File: src/rtl/fetch_unit.sv
// Instruction fetch stage: one request in flight, one-entry output buffer
// plus a skid entry, with redirect flushing and stale-response discard.
module fetch_unit #(
  parameter logic [31:0] RESET_PC = 32'h00000060
) (
  input  logic        clk,
  input  logic        rst,
  input  logic        stall,
  input  logic        redirect,
  input  logic [31:0] redirect_pc,
  output logic        imem_read,
  output logic [31:0] imem_address,
  input  logic [31:0] imem_rdata,
  input  logic        imem_resp,
  output logic        valid_out,
  output logic [31:0] instr_out,
  output logic [31:0] pc_out
);

  typedef enum logic [1:0] {
    FETCH,
    HOLD,
    DISCARD
  } state_t;

  state_t      state, state_n;
  logic [31:0] pc, pc_n;
  logic [31:0] req_addr, req_addr_n;
  logic [31:0] skid_instr, skid_instr_n;
  logic [31:0] skid_pc, skid_pc_n;
  logic        valid_n;
  logic [31:0] instr_n, pc_out_n;
  logic        consume, free;
  logic [31:0] target;

  assign consume = valid_out && !stall;
  assign free    = !valid_out || consume;
  assign target  = {redirect_pc[31:2], 2'b00};

  assign imem_read    = (state != HOLD);
  assign imem_address = (state == DISCARD) ? req_addr : pc;

  always_comb begin
    state_n      = state;
    pc_n         = pc;
    req_addr_n   = req_addr;
    skid_instr_n = skid_instr;
    skid_pc_n    = skid_pc;
    valid_n      = valid_out;
    instr_n      = instr_out;
    pc_out_n     = pc_out;
    unique case (state)
      FETCH: begin
        if (redirect) begin
          pc_n    = target;
          valid_n = 1'b0;
          if (!imem_resp) begin
            req_addr_n = pc;
            state_n    = DISCARD;
          end
        end else if (imem_resp) begin
          pc_n = pc + 32'd4;
          if (free) begin
            valid_n  = 1'b1;
            instr_n  = imem_rdata;
            pc_out_n = pc;
          end else begin
            skid_instr_n = imem_rdata;
            skid_pc_n    = pc;
            state_n      = HOLD;
          end
        end else if (consume) begin
          valid_n = 1'b0;
        end
      end
      HOLD: begin
        if (redirect) begin
          pc_n    = target;
          valid_n = 1'b0;
          state_n = FETCH;
        end else if (consume) begin
          instr_n  = skid_instr;
          pc_out_n = skid_pc;
          state_n  = FETCH;
        end
      end
      DISCARD: begin
        if (redirect) begin
          pc_n    = target;
          valid_n = 1'b0;
        end else if (imem_resp) begin
          state_n = FETCH;
        end
      end
      default: state_n = FETCH;
    endcase
  end

  always_ff @(posedge clk) begin
    if (rst) begin
      state      <= FETCH;
      pc         <= RESET_PC;
      req_addr   <= 32'd0;
      skid_instr <= 32'd0;
      skid_pc    <= 32'd0;
      valid_out  <= 1'b0;
      instr_out  <= 32'd0;
      pc_out     <= 32'd0;
    end else begin
      state      <= state_n;
      pc         <= pc_n;
      req_addr   <= req_addr_n;
      skid_instr <= skid_instr_n;
      skid_pc    <= skid_pc_n;
      valid_out  <= valid_n;
      instr_out  <= instr_n;
      pc_out     <= pc_out_n;
    end
  end

endmodule

File: config.mk
export PLATFORM = sky130hd
export DESIGN_NAME = fetch_unit
export DESIGN_NICKNAME = d
export VERILOG_FILES = /design/src/rtl/fetch_unit.sv
export SDC_FILE = /design/constraint.sdc
export NUM_CORES = 1
export LEC_CHECK = 0
export ABC_CLOCK_PERIOD_IN_PS = 2400
export BUFFER_PORTS_ARGS = -buffer_cell sky130_fd_sc_hd__buf_2
export CORE_UTILIZATION = 50
export DETAILED_ROUTE_END_ITERATION = 6
export GPL_TIMING_DRIVEN = 0
export PLACE_DENSITY = 0.73
export SYNTH_ARGS = -nofsm -noshare
export SYNTH_HDL_FRONTEND = slang
export SYNTH_SLANG_ARGS = --single-unit
export TNS_END_PERCENT = 50
File: constraint.sdc
create_clock -name clk -period 2.4 [get_ports clk]
set_input_delay 0.12 -clock clk [delete_from_list [all_inputs] [get_ports clk]]
set_output_delay 0.12 -clock clk [all_outputs]
set_load 0.02 [all_outputs]
==> flow_metrics.env <==
export IMPL_slew_violations=0
export IMPL_relSlewSlack_pct=44.69
export IMPL_synth_avg_cell_area_um2=8.168
export IMPL_syn_inst=1038
export IMPL_drv_cap=0
export IMPL_drive_gt1_share_pct=21.13
export IMPL_cts_made_buffers=17
export IMPL_yosysWarningCount=0
export IMPL_ys_top_cells_by_count="nand2_1 (213), dfxtp_1 (187), a21oi_1 (116), nor2_1 (93), a211oi_1 (75)"
export IMPL_period_needed_ps=2288
export IMPL_drt_pre_antenna_iters=5
export IMPL_syn2layout_area_growth_pct=25.71
export IMPL_cts_buffer_depth=2
export IMPL_tns_ps=0
export IMPL_vias=8311
export IMPL_numPortBuffers=159
export IMPL_cts_sinks=187
export IMPL_synth_distinct_cells=52
export IMPL_dp_cells=1420
export IMPL_grt_pass1_wl_um=38670
export IMPL_chipWidth_um=132.2
export IMPL_hp_class="input pin to flop"
export IMPL_setup_viol=0
export IMPL_worst_pin_slew_ps=829.6
export IMPL_routedWlPerCell_um=16.54
export IMPL_synth_area_mm2=0.008478
export IMPL_die_h_um=132.2
export IMPL_start_kind="flop"
export IMPL_root_buffer="clkbuf_16"
export IMPL_synth_most_common_cell="nand2_1"
export IMPL_power_leakage_uw=0.004027
export IMPL_worstSetupPathType="flop to flop"
export IMPL_ir_drop_v=0.0005585
export IMPL_endpoint_kind="flop"
export IMPL_clk_pin_slew_ps=70
export IMPL_core_area_mm2=0.01658
export IMPL_post_route_util_pct=64.27
export IMPL_drt_iter0_drc=637
export IMPL_timing_final_crit_share_pct=95.34
export IMPL_post_route_drc_count=0
export IMPL_antenna_cells=0
export IMPL_cp_arrival_ps=2630
export IMPL_final_hold_viol_count=0
export IMPL_ys_ff_latch=187
export IMPL_detail_route_antenna_nets=0
export IMPL_ys_top_cells_by_area="dfxtp_1 (44%), nand2_1 (9.4%), mux2i_1 (7.8%), a21oi_1 (6.8%), a211oi_1 (6.6%)"
export IMPL_synth_edf_count=0
export IMPL_place_congestion=0.9081
export IMPL_grt_pass1_vias=7434
export IMPL_cts_tree="done"
export IMPL_hpwl_um=17060
export IMPL_dieArea_mm2=0.01748
export IMPL_vias_per_cell=5.567
export IMPL_async_reset_ff_share_pct=0
export IMPL_seq_area_frac_synth_pct=44.16
export IMPL_skew_ps=7.453
export IMPL_grt_use_total_pct=28.19
export IMPL_outcome="complete, no violations"
export IMPL_power_total_uw=7770
export IMPL_r2r_slack_ps=110
export IMPL_initial_core_util_pct=51.12
export IMPL_io_pins=167
export IMPL_worstPathRequired_ps=2740
export IMPL_antenna_found_initial=0
export IMPL_grt_remaining_overflow=0
export IMPL_synth_top_area_share_pct=44.16
export IMPL_final_instance_count_excl_fill=1493
export IMPL_final_nets=1334
export IMPL_synth_flop_cell="dfxtp_1"
export IMPL_crit_fanout=10
export IMPL_rows=47
export IMPL_grt_max_degree=20
export IMPL_fmax_ghz=0.4371
export IMPL_powerDensity_mw_per_mm2=729.0
export IMPL_totalWireLength_um=24690
export IMPL_htreeDepth=4
export IMPL_clock_latency_ps=440
export IMPL_yosysTopAreaCell="dfxtp_1"
[final cells by class]
cell class                      instances  area (µm²)
Clock buffer                           17       425.4
Multi-Input combinational cell        736        4275
Timing Repair Buffer                  202        1219
Buffer                                103       467.9
Inverter                               13       48.80
Sequential cell                       187        3745
Fill cell                            1457        5926
Tap cell                              220       275.3
Clock inverter                         15       201.4
[logic make-up after synthesis]
logic type / synth area share [%]
other cells: 0.04423
mux: 11.11
xor+xnor: 0.2066
flops: 44.16
fa+ha+maj: 0.7379
buf+inv: 5.903
compound gates: 18.23
simple gates: 19.61
[timing repair]
action | 4_1_cts | 5_1_grt
pin swaps | 0 | 1
resized for setup | 9 | 21
hold buffers | 40 | 0
endpoints found under the hold margin | 40 | 0
setup buffers | 0 | 3
endpoints found under the setup margin | 97 | 109
cloned | 0 | 0
[path summary, 6_finish.rpt]
| check | from | to | cells past startpoint |
|---|---|---|---|
| min | redirect_pc[11] | pc[11] | 3 |
| min reg2reg | req_addr[10] | req_addr[10] | 2 |
| max reg2reg | state[0] | pc[20] | 8 |
| max | state[0] | pc[20] | 8 |
[state kept, by name (all words and copies together) (netlist names)]
| register | flops |
|---|---|
| skid_instr | 32 |
| pc_out | 30 |
| instr_out | 32 |
| req_addr | 30 |
| valid_out | 1 |
| state | 2 |
| pc | 30 |
| skid_pc | 30 |
[metrics by stage]
step	setup WS, ps	hold slack [ps]	cell area, µm²
2_1_floorplan	387.2	256.0	8489
3_3_place_gp	-428.2	372.6	9560
3_5_place_dp	-437.1	376.2	9560
4_1_cts	35.05	8.457	10610
5_1_grt	-3.448	17.91	10660
6_report	111.9	19.45	10660
[report_power, final]
part,leakage [µW],internal (µW),total [µW],switching [µW]
sequential,0.00153,3280,3380,106
clock,0.000305,1600,2970,1370
combinational,0.00220,525,1420,895
[worst max-delay path: stages, from the launching register on]
cell and delay, ps:
dfxtp_1 370, inv_1 90, ha_1 400, nor2b_1 190, or3_1 350, clkbuf_2 250, nor3_1 230, nor3_1 60
nor4_1 250
[cells in the final DEF, fill, tap and decap left out, types with 3 or more instances in the layout]
cell / instances
clkbuf_1: 58
or3_1: 4
nand3_1: 11
clkbuf_2: 9
nand4_1: 12
clkinv_8: 3
a21oi_1: 116
inv_6: 4
a311oi_1: 3
nand2b_1: 7
a221oi_1: 3
o21ai_0: 16
buf_2: 179
nor4_1: 5
a211oi_1: 75
mux2_2: 25
dlygate4sd3_1: 40
buf_4: 8
clkbuf_16: 17
buf_1: 6
and4_1: 8
clkbuf_4: 3
clkinv_4: 4
o22ai_1: 7
conb_1: 4
nand2_1: 213
nor2_1: 91
ha_1: 4
inv_1: 13
nor3_1: 20
mux2i_1: 66
dfxtp_1: 186
o21bai_1: 6
[per-layer routing]
layer / up-vias / global-route usage, % / wire [µm]
li1: 4072 / - / -
met1: 3886 / 37.28 / 11080
met2: 303 / 45.68 / 11480
met3: 50 / 4.652 / 1451
met4: 0 / 11.81 / 676
met5: - / 0 / 0
Note: power is estimated with default switching activity, not from simulation.
